==> config.mk <==
export PLATFORM = sky130hd
export DESIGN_NAME = seq_mult
export DESIGN_NICKNAME = d
export VERILOG_FILES = /design/src/rtl/seq_mult.sv
export SDC_FILE = /design/constraint.sdc
export NUM_CORES = 1
export LEC_CHECK = 0
export ABC_AREA = 1
export CAP_MARGIN = 5
export CORE_MARGIN = 2
export CORE_UTILIZATION = 40
export CTS_CLUSTER_SIZE = 40
export DETAILED_ROUTE_END_ITERATION = 6
export PLACE_DENSITY_LB_ADDON = 0.15
export SYNTH_ARGS = -nofsm -noshare
export SYNTH_HDL_FRONTEND = slang
export SYNTH_SLANG_ARGS = --single-unit
==> constraint.sdc <==
create_clock -name clk -period 3 [get_ports clk]
set_clock_uncertainty 0.1 [all_clocks]
set_input_delay 0.45 -clock clk [delete_from_list [all_inputs] [get_ports clk]]
set_output_delay 0.45 -clock clk [all_outputs]
set_load 0.05 [all_outputs]
==> src/rtl/seq_mult.sv <==
// Sequential shift-add multiplier, unsigned or two's-complement signed.
// Signed operands are reduced to magnitudes up front, multiplied as unsigned,
// and the sign is applied once in FIX, so the CALC loop never deals with sign.
module seq_mult #(
    parameter int WIDTH = 4
) (
    input  logic                 clk,
    input  logic                 rst,
    input  logic                 start,
    input  logic                 signed_mode,
    input  logic [WIDTH-1:0]     a,
    input  logic [WIDTH-1:0]     b,
    output logic                 busy,
    output logic                 done,
    output logic [2*WIDTH-1:0]   product
);

    // Counter must hold 0..WIDTH (it increments once more on the last step).
    localparam int CW = $clog2(WIDTH + 1);
    localparam logic [CW-1:0] LAST = CW'(WIDTH - 1);

    typedef enum logic [1:0] {IDLE, CALC, FIX} state_t;

    state_t               state_reg, state_next;
    logic [2*WIDTH-1:0]   mcand_reg;
    logic [WIDTH-1:0]     mplier_reg;
    logic [2*WIDTH-1:0]   acc_reg;
    logic [CW-1:0]        count_reg;
    logic                 neg_reg;
    logic                 busy_reg, busy_next;
    logic                 done_reg, done_next;
    logic [2*WIDTH-1:0]   product_reg, product_next;

    logic [WIDTH-1:0]     a_mag, b_mag;
    logic [2*WIDTH-1:0]   add_term, acc_sum, fixed_val;

    // Magnitudes: the most negative value negates to itself, which read as
    // unsigned is exactly 2^(WIDTH-1), so no extra bit is needed.
    assign a_mag     = (signed_mode && a[WIDTH-1]) ? -a : a;
    assign b_mag     = (signed_mode && b[WIDTH-1]) ? -b : b;
    assign add_term  = mplier_reg[0] ? mcand_reg : '0;
    assign acc_sum   = acc_reg + add_term;
    assign fixed_val = neg_reg ? -acc_reg : acc_reg;

    // State register.
    always_ff @(posedge clk or posedge rst) begin
        if (rst) state_reg <= IDLE;
        else     state_reg <= state_next;
    end

    // Next-state logic: accept in IDLE, WIDTH steps in CALC, one FIX edge.
    always_comb begin
        state_next = state_reg;
        case (state_reg)
            IDLE:    if (start) state_next = CALC;
            CALC:    if (count_reg == LAST) state_next = FIX;
            FIX:     state_next = IDLE;
            default: state_next = IDLE;
        endcase
    end

    // Output logic: next values for the registered outputs.
    always_comb begin
        busy_next    = (state_next != IDLE);
        done_next    = (state_reg == FIX);
        product_next = (state_reg == FIX) ? fixed_val : product_reg;
    end

    // Output registers.
    always_ff @(posedge clk or posedge rst) begin
        if (rst) begin
            busy_reg    <= 1'b0;
            done_reg    <= 1'b0;
            product_reg <= '0;
        end else begin
            busy_reg    <= busy_next;
            done_reg    <= done_next;
            product_reg <= product_next;
        end
    end

    // Datapath: load operands on accept, one shift-add step per CALC edge.
    always_ff @(posedge clk or posedge rst) begin
        if (rst) begin
            mcand_reg  <= '0;
            mplier_reg <= '0;
            acc_reg    <= '0;
            count_reg  <= '0;
            neg_reg    <= 1'b0;
        end else begin
            case (state_reg)
                IDLE: begin
                    if (start) begin
                        mcand_reg  <= {{WIDTH{1'b0}}, a_mag};
                        mplier_reg <= b_mag;
                        acc_reg    <= '0;
                        count_reg  <= '0;
                        neg_reg    <= signed_mode & (a[WIDTH-1] ^ b[WIDTH-1]);
                    end
                end
                CALC: begin
                    acc_reg    <= acc_sum;
                    mcand_reg  <= mcand_reg << 1;
                    mplier_reg <= mplier_reg >> 1;
                    count_reg  <= count_reg + CW'(1);
                end
                default: ;
            endcase
        end
    end

    assign busy    = busy_reg;
    assign done    = done_reg;
    assign product = product_reg;

endmodule

==> results.py <==
metrics = {
    "placement": {
        "io_buffers": 21,
        "post-dp-hpwl_um": 2980,
        "place_area_mm2": 0.00234,
        "place.gp.congestion": 0.848,
    },
    "logic_synthesis": {
        "synth_top_area_cell": "dfrtp_1",
        "synth_top_area_frac": 0.436,
        "ys.flop_type": "dfrtp_1",
        "synth_area_leaders": "dfrtp_1 44%, nand2_1 15%, ha_1 7.3%",
        "ys_seq_elements": 36,
        "synth.most_common_cell": "nand2_1",
        "synth_warnings": 0,
        "postSynthCellCount": 267,
        "synth_nets": 292,
        "synthArstFlopShare": 1.00,
        "synth_edf_count": 0,
        "yosysSeqAreaShare": 0.436,
        "syn_area_mm2": 0.00207,
        "avgSynthCellArea_um2": 7.74,
        "yosysUniqueCellTypes": 26,
        "synth_common_cells": "82 x nand2_1, 39 x inv_1, 36 x dfrtp_1, 19 x nand3_1, 14 x nor2_1",
    },
    "layout": {
        "final_area_mm2": 0.00246,
        "diodes": 0,
        "nets": 315,
        "area_growth_pct": 19.3,
        "layout-drive-gt1-share": 0.0653,
    },
    "critical_path": {
        "worstReg2RegStart": "mplier_reg[0]",
        "critPathMaxStageDelay_ns": 0.80,
        "path_class": "flip-flop to output pin",
        "reg2reg_slack_ns": 1.15,
        "critPathRequiredTime_ns": 2.45,
        "start_kind": "flip-flop",
        "worstSetupEndpointType": "output pin",
        "cp-startpoint": "product[4]",
        "cpMaxStageDelayCell": "clkdlybuf4s50_1",
        "crit_family": "buffers and inverters",
        "crit_chain": "clkdlybuf4s50_1",
        "crit_buf_inv": 1,
        "worstPathArrival_ns": 1.44,
        "crit_fanout": 2,
    },
    "drt": {
        "drtPass1Iterations": 5,
        "wl_per_cell_um": 11.1,
        "num_vias": 1704,
        "drt_iter0_drc": 70,
        "wl_um": 4000,
        "ant_nets": 0,
        "drc_errors": 0,
        "routed_via_density": 4.72,
    },
    "clocking": {
        "clock_latency_ns": 0.29,
        "postCtsSetupBuffers": 0,
        "clkSinkCount": 36,
        "clkTransAtPathRegs_ns": 0.08,
        "numCtsBuffers": 5,
        "cts_hold_buf": 0,
        "cts_root_buf": "clkbuf_8",
        "clockBufferDepth": 2,
        "cts-resized-gates": 0,
        "cts_tree": "done",
        "cts-htree-levels": 2,
    },
    "power": {
        "power_w": 0.00280,
        "p_leak_nw": 1.29,
        "powerDensity_mw_per_mm2": 1140,
        "ir_worst_vdd_v": 0.000317,
    },
    "grt": {
        "grt_max_degree": 37,
        "antenna_found_initial": 0,
        "grt_pass1_wl_um": 7060,
        "grt_util_all_layers": 0.165,
        "grt-ovfl-total": 0,
        "grt_pass1_vias": 1549,
    },
    "timing": {
        "rsz0062_at_grt": "false",
        "fin_crit_sh": 0.662,
        "final-setup-viol-count": 0,
        "fin_hold_ws_ns": 0.346,
        "worst_slew_pin_slew_ns": 0.491,
        "setup-tns-final_ns": 0,
        "max-slew-margin-rel": 0.671,
        "finalMaxSlewViolations": 0,
        "finalWorstPathRequiredPeriod_ns": 1.99,
        "hold_violations": 0,
        "clock.fmax_ghz": 0.503,
    },
    "worst_hold_path": {
        "hold_start": "state_reg[1]",
        "hold_path_class": "flip-flop to flip-flop",
    },
    "floorplan": {
        "pin_count": 22,
        "initial_core_util": 0.410,
        "design.die.area_mm2": 0.00576,
        "fp.dieH_um": 75.9,
        "rows": 26,
        "dieWidth_um": 75.9,
        "core_mm2": 0.00504,
    },
    "outcome": {
        "status": "finished, final reports clean",
    },
    "run": {
        "drv_cap": 0,
    },
}
==> layout by cell type (no fill, tap or decap), drive strengths merged <==
cell and instances:
o22ai 6, xor2 5, buf 2, bufinv 1, o21ai 18, clkbuf 7
ha 12, o31ai 2, a22o 1, o211ai 3, dfrtp 36, a21oi 11
nand2 83, fa 1, xnor2 1, nor2 17, inv 42, nand3 19
clkdlybuf4s50 21, nand4 3
==> area by class of cell <==
class / count / area (µm²)
clock buffers: 7 / 96.3
clock inverters: 1 / 30.0
fillers: 533 / 2580
inverters: 42 / 158
multi-input cells: 182 / 967
flip-flops and latches: 36 / 901
well taps: 70 / 87.6
repair buffers: 23 / 225
==> stage by stage <==
stage,worst slack (ns),utilization,cells
floorplan,1.26,-,267
finish,1.01,0.489,361
detailed placement,0.993,0.464,353
CTS,1.00,0.489,361
global route,0.938,0.489,361
global placement,1.04,0.464,353
==> final timing paths <==
check / to / depth (start not counted)
setup / recovery: product[4] / 1
hold / removal: state_reg[1] / 1
min in group asynchronous: done / 3
setup reg to reg: acc_reg[6] / 8
hold reg to reg: state_reg[1] / 1
max in group asynchronous: mcand_reg[6] / 3
==> where the power goes <==
| group | internal [W] | switching [W] |
|---|---|---|
| Sequential | 0.000706 | 0.000188 |
| Combinational | 0.000534 | 0.000903 |
| Clock | 0.000293 | 0.000176 |
| Total | 0.00153 | 0.00127 |
==> per-layer routing <==
metal	GRT usage	wire, µm
met1	0.211	2010
met2	0.268	1790
met3	0.0437	134
met4	0.0585	68
met5	0	0
==> cell families (layout without fill, tap and decap cells) <==
| group | Yosys count | after routing | synth area share |
|---|---|---|---|
| flops | 36 | 36 | 0.436 |
| buf+inv | 49 | 73 | 0.0957 |
| compound gates | 41 | 41 | 0.116 |
| xor+xnor | 6 | 6 | 0.0254 |
| fa+ha+maj | 13 | 13 | 0.0824 |
| simple gates | 122 | 122 | 0.244 |
No activity file was read; power rests on OpenSTA's default activity.
==> variant 1, RTL diff (same settings) <==
Re-encode `state_t` (3 states) as one-hot, 3 bits wide.
--- a/src/rtl/seq_mult.sv
+++ b/src/rtl/seq_mult.sv
@@ -19,7 +19,7 @@
     localparam int CW = $clog2(WIDTH + 1);
     localparam logic [CW-1:0] LAST = CW'(WIDTH - 1);
 
-    typedef enum logic [1:0] {IDLE, CALC, FIX} state_t;
+    typedef enum logic [2:0] {IDLE = 3'b001, CALC = 3'b010, FIX = 3'b100} state_t;
 
     state_t               state_reg, state_next;
     logic [2*WIDTH-1:0]   mcand_reg;
Formal check against the unedited RTL: no difference found for any inputs over 10 cycles, from zero or initial values and one cycle with rst high; not proved beyond that.
==> variant 1 against the unedited design <==
Sequential cell count rose by 1. Design area is 0.76% lower. Area after synthesis is 2.0% higher. Cell count shrank 0.28%. Wire length down 1.3%. First-iteration DRC count increased by 19%. Worst setup slack got worse by 0.0058 ns.
Power is not compared: it rests on default switching activity, and its combinational part moved more than twofold at a synthesized area within 25%.
==> variant 1: results <==
[run_status]
status = completed

[yosys]
synth_fp_nets = 291
synthTopCellsByCount = 89 x nand2_1, 38 x inv_1, 36 x dfrtp_1, 21 x nand3_1, 15 x o21ai_0
ys_top_cells_by_area = dfrtp_1 43%, nand2_1 16%, ha_1 7.1%
synth_top_area_frac = 0.428
synth_ff_type = dfrtp_1
synth.distinct_cells = 30
async_flop_share = 1.00
ys_seq_area_frac = 0.440
synth_cells = 266
ys.warnings.count = 0

[finish]
antennaDiodeCount = 0
n_fill_cell = 533
drive_gt1_frac = 0.0655
layout.cells.non_filler = 360
fin_nets = 314

[clocking]
cts_buffers = 5
cts.htree.levels = 2
clk_path_buf_depth = 2
root_buffer = clkbuf_8
post-cts-setup-buffer-count = 0
ctsHoldBuffers = 0
clkTransAtPathRegs_ns = 0.07
cts_resized = 0
clkLatencyLatePin_ns = 0.29

[grt]
grt_pass1_wl_mm = 6.92
antenna_found_initial = 0
grt_max_degree = 38
grt_util_all_layers = 0.149
grt_pass1_vias = 1551

[detailed_routing]
first_pass_iters = 4
dr.first_iter.drc_count = 83
drc = 0
viasPerCell = 4.72
wl_per_cell_um = 11.0

[job]
max_cap_violations = 0

[place]
place_ws_ns = 1.05
dp_cells = 352
port-buffer-count = 21
gp_congestion = 0.812
dp_hpwl_mm = 2.90

[critical_path]
r2r_setup_slack_ns = 1.02
r2r_end = acc_reg[6]
crit_family = buffers and inverters
slowest_stage = clkdlybuf4s50_1
arrival_ns = 1.44
cpPeakStageDelay_ns = 0.80
crit_start = product[7]
cp-endpoint = product[7]
r2r_cells = 10
cp_max_fo = 2
r2r-start = mplier_reg[0]

[sta]
worst_pin_slew_ns = 0.495
fmax_mhz = 502
holdWs_ns = 0.376

[power]
net-switching-power_mw = 0.774
peakVddDrop_v = 0.000275
p_leak_nw = 1.28

[min_path]
hold_path_class = flop to flop
variant 1: through the flow:
stage | cell area [um2] | util
floorplan | 2110 | -
global placement | 2360 | 0.463
detailed placement | 2360 | 0.463
CTS | 2450 | 0.479
global route | 2450 | 0.479
finish | 2450 | 0.479
variant 1: power by group through the flow:
stage | Sequential, mW | Combinational, mW | Clock [mW]
2_1_floorplan | 0.793 | 0.561 | 0
3_3_place_gp | 0.794 | 0.710 | 0
3_5_place_dp | 0.796 | 0.728 | 0
4_1_cts | 0.787 | 0.731 | 0.344
5_1_grt | 0.808 | 0.829 | 0.367
6_report | 0.785 | 0.717 | 0.335
variant 1: layout make-up:
type	instances	area share
multi-input combinational	182	0.397
tap	70	0.0358
timing repair buffer	22	0.0890
sequential	37	0.379
clock buffer	6	0.0297
clock inverter	2	0.00409
inverter	41	0.0650
variant 1: routing by layer:
layer	part of all wire	up-vias	wire [um]	GRT usage
met5	0	-	0	0
li1	-	896	-	-
met3	0.051	8	203	0.0391
met4	0.020	0	80	0.0618
met2	0.47	36	1850	0.260
met1	0.46	760	1820	0.173
variant 1: worst min-delay path by stage:
stage	from	end	cells after the start
2_1_floorplan	mplier_reg[3]	mplier_reg[3]	2
3_3_place_gp	product[1]	product[1]	2
3_5_place_dp	product[1]	product[1]	2
4_1_cts	product[1]	product[1]	2
5_1_grt	product[4]	product[4]	2
6_report	product[6]	product[6]	2
variant 1: cells by family (layout without fill, tap and decap cells):
| family | Yosys count | in the layout | share of synthesized area |
|---|---|---|---|
| xor+xnor | 3 | 3 | 0.0125 |
| compound gates | 35 | 35 | 0.0956 |
| fa+ha+maj | 13 | 13 | 0.0808 |
| simple gates | 131 | 131 | 0.273 |
| buf+inv | 47 | 71 | 0.0986 |
| flops | 37 | 37 | 0.440 |
==> variant 2, RTL diff (same flow settings) <==
Made on the original files. Change the parameter `WIDTH` from 4 to 8.
--- a/src/rtl/seq_mult.sv
+++ b/src/rtl/seq_mult.sv
@@ -2,7 +2,7 @@
 // Signed operands are reduced to magnitudes up front, multiplied as unsigned,
 // and the sign is applied once in FIX, so the CALC loop never deals with sign.
 module seq_mult #(
-    parameter int WIDTH = 4
+    parameter int WIDTH = 8
 ) (
     input  logic                 clk,
     input  logic                 rst,
Interface: changed (resized a, b and product); port bits go from 22 to 38. No check against the original RTL was run, so the function may have changed too.
==> variant 2 against the unedited design <==
Register-to-register slack lost 0.45 ns. Worst setup slack got worse by 0.31 ns. Clock power increased by 49%. Wire length up 130%. Design area grew 100%. Sequential cell count grew 29. Via count rose by 120%. Hold slack better by 0.011 ns. Area after synthesis is 110% higher. Power is 73% higher. Critical path type is now flop to flop.
==> variant 2: results <==
[grt]
grt_pass1_wl_mm = 16.2
grt_util_all_layers = 0.178
met1_usage = 0.222
grt_util_met3 = 0.0321
grt_max_degree = 31
grt_pass1_vias = 3613
met2_usage = 0.306

[critical_path]
cp-endpoint = acc_reg[12]
arrival_ns = 2.43
r2r-start = mplier_reg[0]
r2r_end = acc_reg[12]
cp_max_fo = 17
crit_type = flop to flop
r2r_setup_slack_ns = 0.70
r2r_cells = 13

[clocking]
cts_buffers = 9
cts.htree.levels = 3
root_buffer = clkbuf_8
clkLatencyLatePin_ns = 0.34
cts_resized = 0
clk_path_buf_depth = 2

[yosys]
ys_seq_area_frac = 0.381
post_synth.cell_area_avg_um2 = 7.08
ys.warnings.count = 0
synth.distinct_cells = 41
ys_top_cells_by_area = dfrtp_1 38%, nand2_1 17%, inv_1 8.6%
synthTopCellsByCount = 194 x nand2_1, 98 x inv_1, 65 x dfrtp_1, 48 x nand3_1, 36 x o21ai_0
synth_fp_nets = 643

[finish]
drive_gt1_frac = 0.0482
n_fill_cell = 1054
fin_nets = 679

[detailed_routing]
dr.first_iter.drc_count = 165
vias = 3815
drt_wl_total_mm = 9.36
first_pass_iters = 4
viasPerCell = 4.90

[run_status]
status = completed

[place]
port-buffer-count = 37
dp_cells = 764
gp_congestion = 0.847
dp_hpwl_mm = 7.17

[power]
peakVddDrop_v = 0.000529
p_leak_nw = 2.64

[sta]
slew_headroom = 0.624
## variant 2: kinds of logic after synthesis
family	Yosys count	share of synthesized area
buf+inv	118	0.116
compound gates	87	0.118
flops	65	0.381
fa+ha+maj	20	0.0604
simple gates	300	0.298
xor+xnor	13	0.0267
## variant 2: how the worst min path moves through the flow
stage	cells after the start	end	startpoint	slack (ns)
6_report	1	state_reg[1]	state_reg[1]	0.36
5_1_grt	1	state_reg[1]	state_reg[1]	0.37
4_1_cts	1	state_reg[1]	state_reg[1]	0.36
3_5_place_dp	1	state_reg[1]	state_reg[1]	0.35
3_3_place_gp	1	state_reg[1]	state_reg[1]	0.34
2_1_floorplan	1	state_reg[1]	state_reg[1]	0.33
## variant 2: cell type report
cell class,count,area share
clock inverter,2,0.00254
multi-input combinational,420,0.436
clock buffer,13,0.0343
tap,136,0.0346
sequential,65,0.331
inverter,103,0.0796
timing repair buffer,40,0.0824
## variant 2: per-stage QoR
| stage | power (mW) | worst slack (ns) | hold slack [ns] | util | instance area, um2 |
|---|---|---|---|---|---|
| 2_1_floorplan | 3.58 | 0.821 | 0.331 | - | 4270 |
| 3_3_place_gp | 4.12 | 0.768 | 0.343 | 0.459 | 4740 |
| 3_5_place_dp | 4.16 | 0.694 | 0.348 | 0.459 | 4740 |
| 4_1_cts | 4.87 | 0.688 | 0.358 | 0.477 | 4920 |
| 5_1_grt | 5.31 | 0.477 | 0.368 | 0.477 | 4920 |
| 6_report | 4.84 | 0.703 | 0.358 | 0.477 | 4920 |
## variant 2: where the power goes
part	switching, mW	internal, mW
Sequential	0.337	1.24
Clock	0.336	0.362
Combinational	1.65	0.910
Total	2.32	2.52
## variant 2: per-layer routing
metal,share of wire,up-vias
li1,-,1989
met1,0.48,1742
met2,0.46,70
met3,0.036,14
met4,0.018,0
met5,0,-
## variant 2: worst max-delay path, cell delays in order (launching register included)
cell and delay (ns):
dfrtp_1 0.67, nand2_1 0.11, inv_1 0.07, ha_1 0.15
inv_1 0.05, fa_1 0.39, inv_1 0.09, nand3_1 0.07
nand3_1 0.13, nand3_1 0.11, nand3_1 0.08, nand2_1 0.05
nand3_1 0.06, nand2_1 0.06
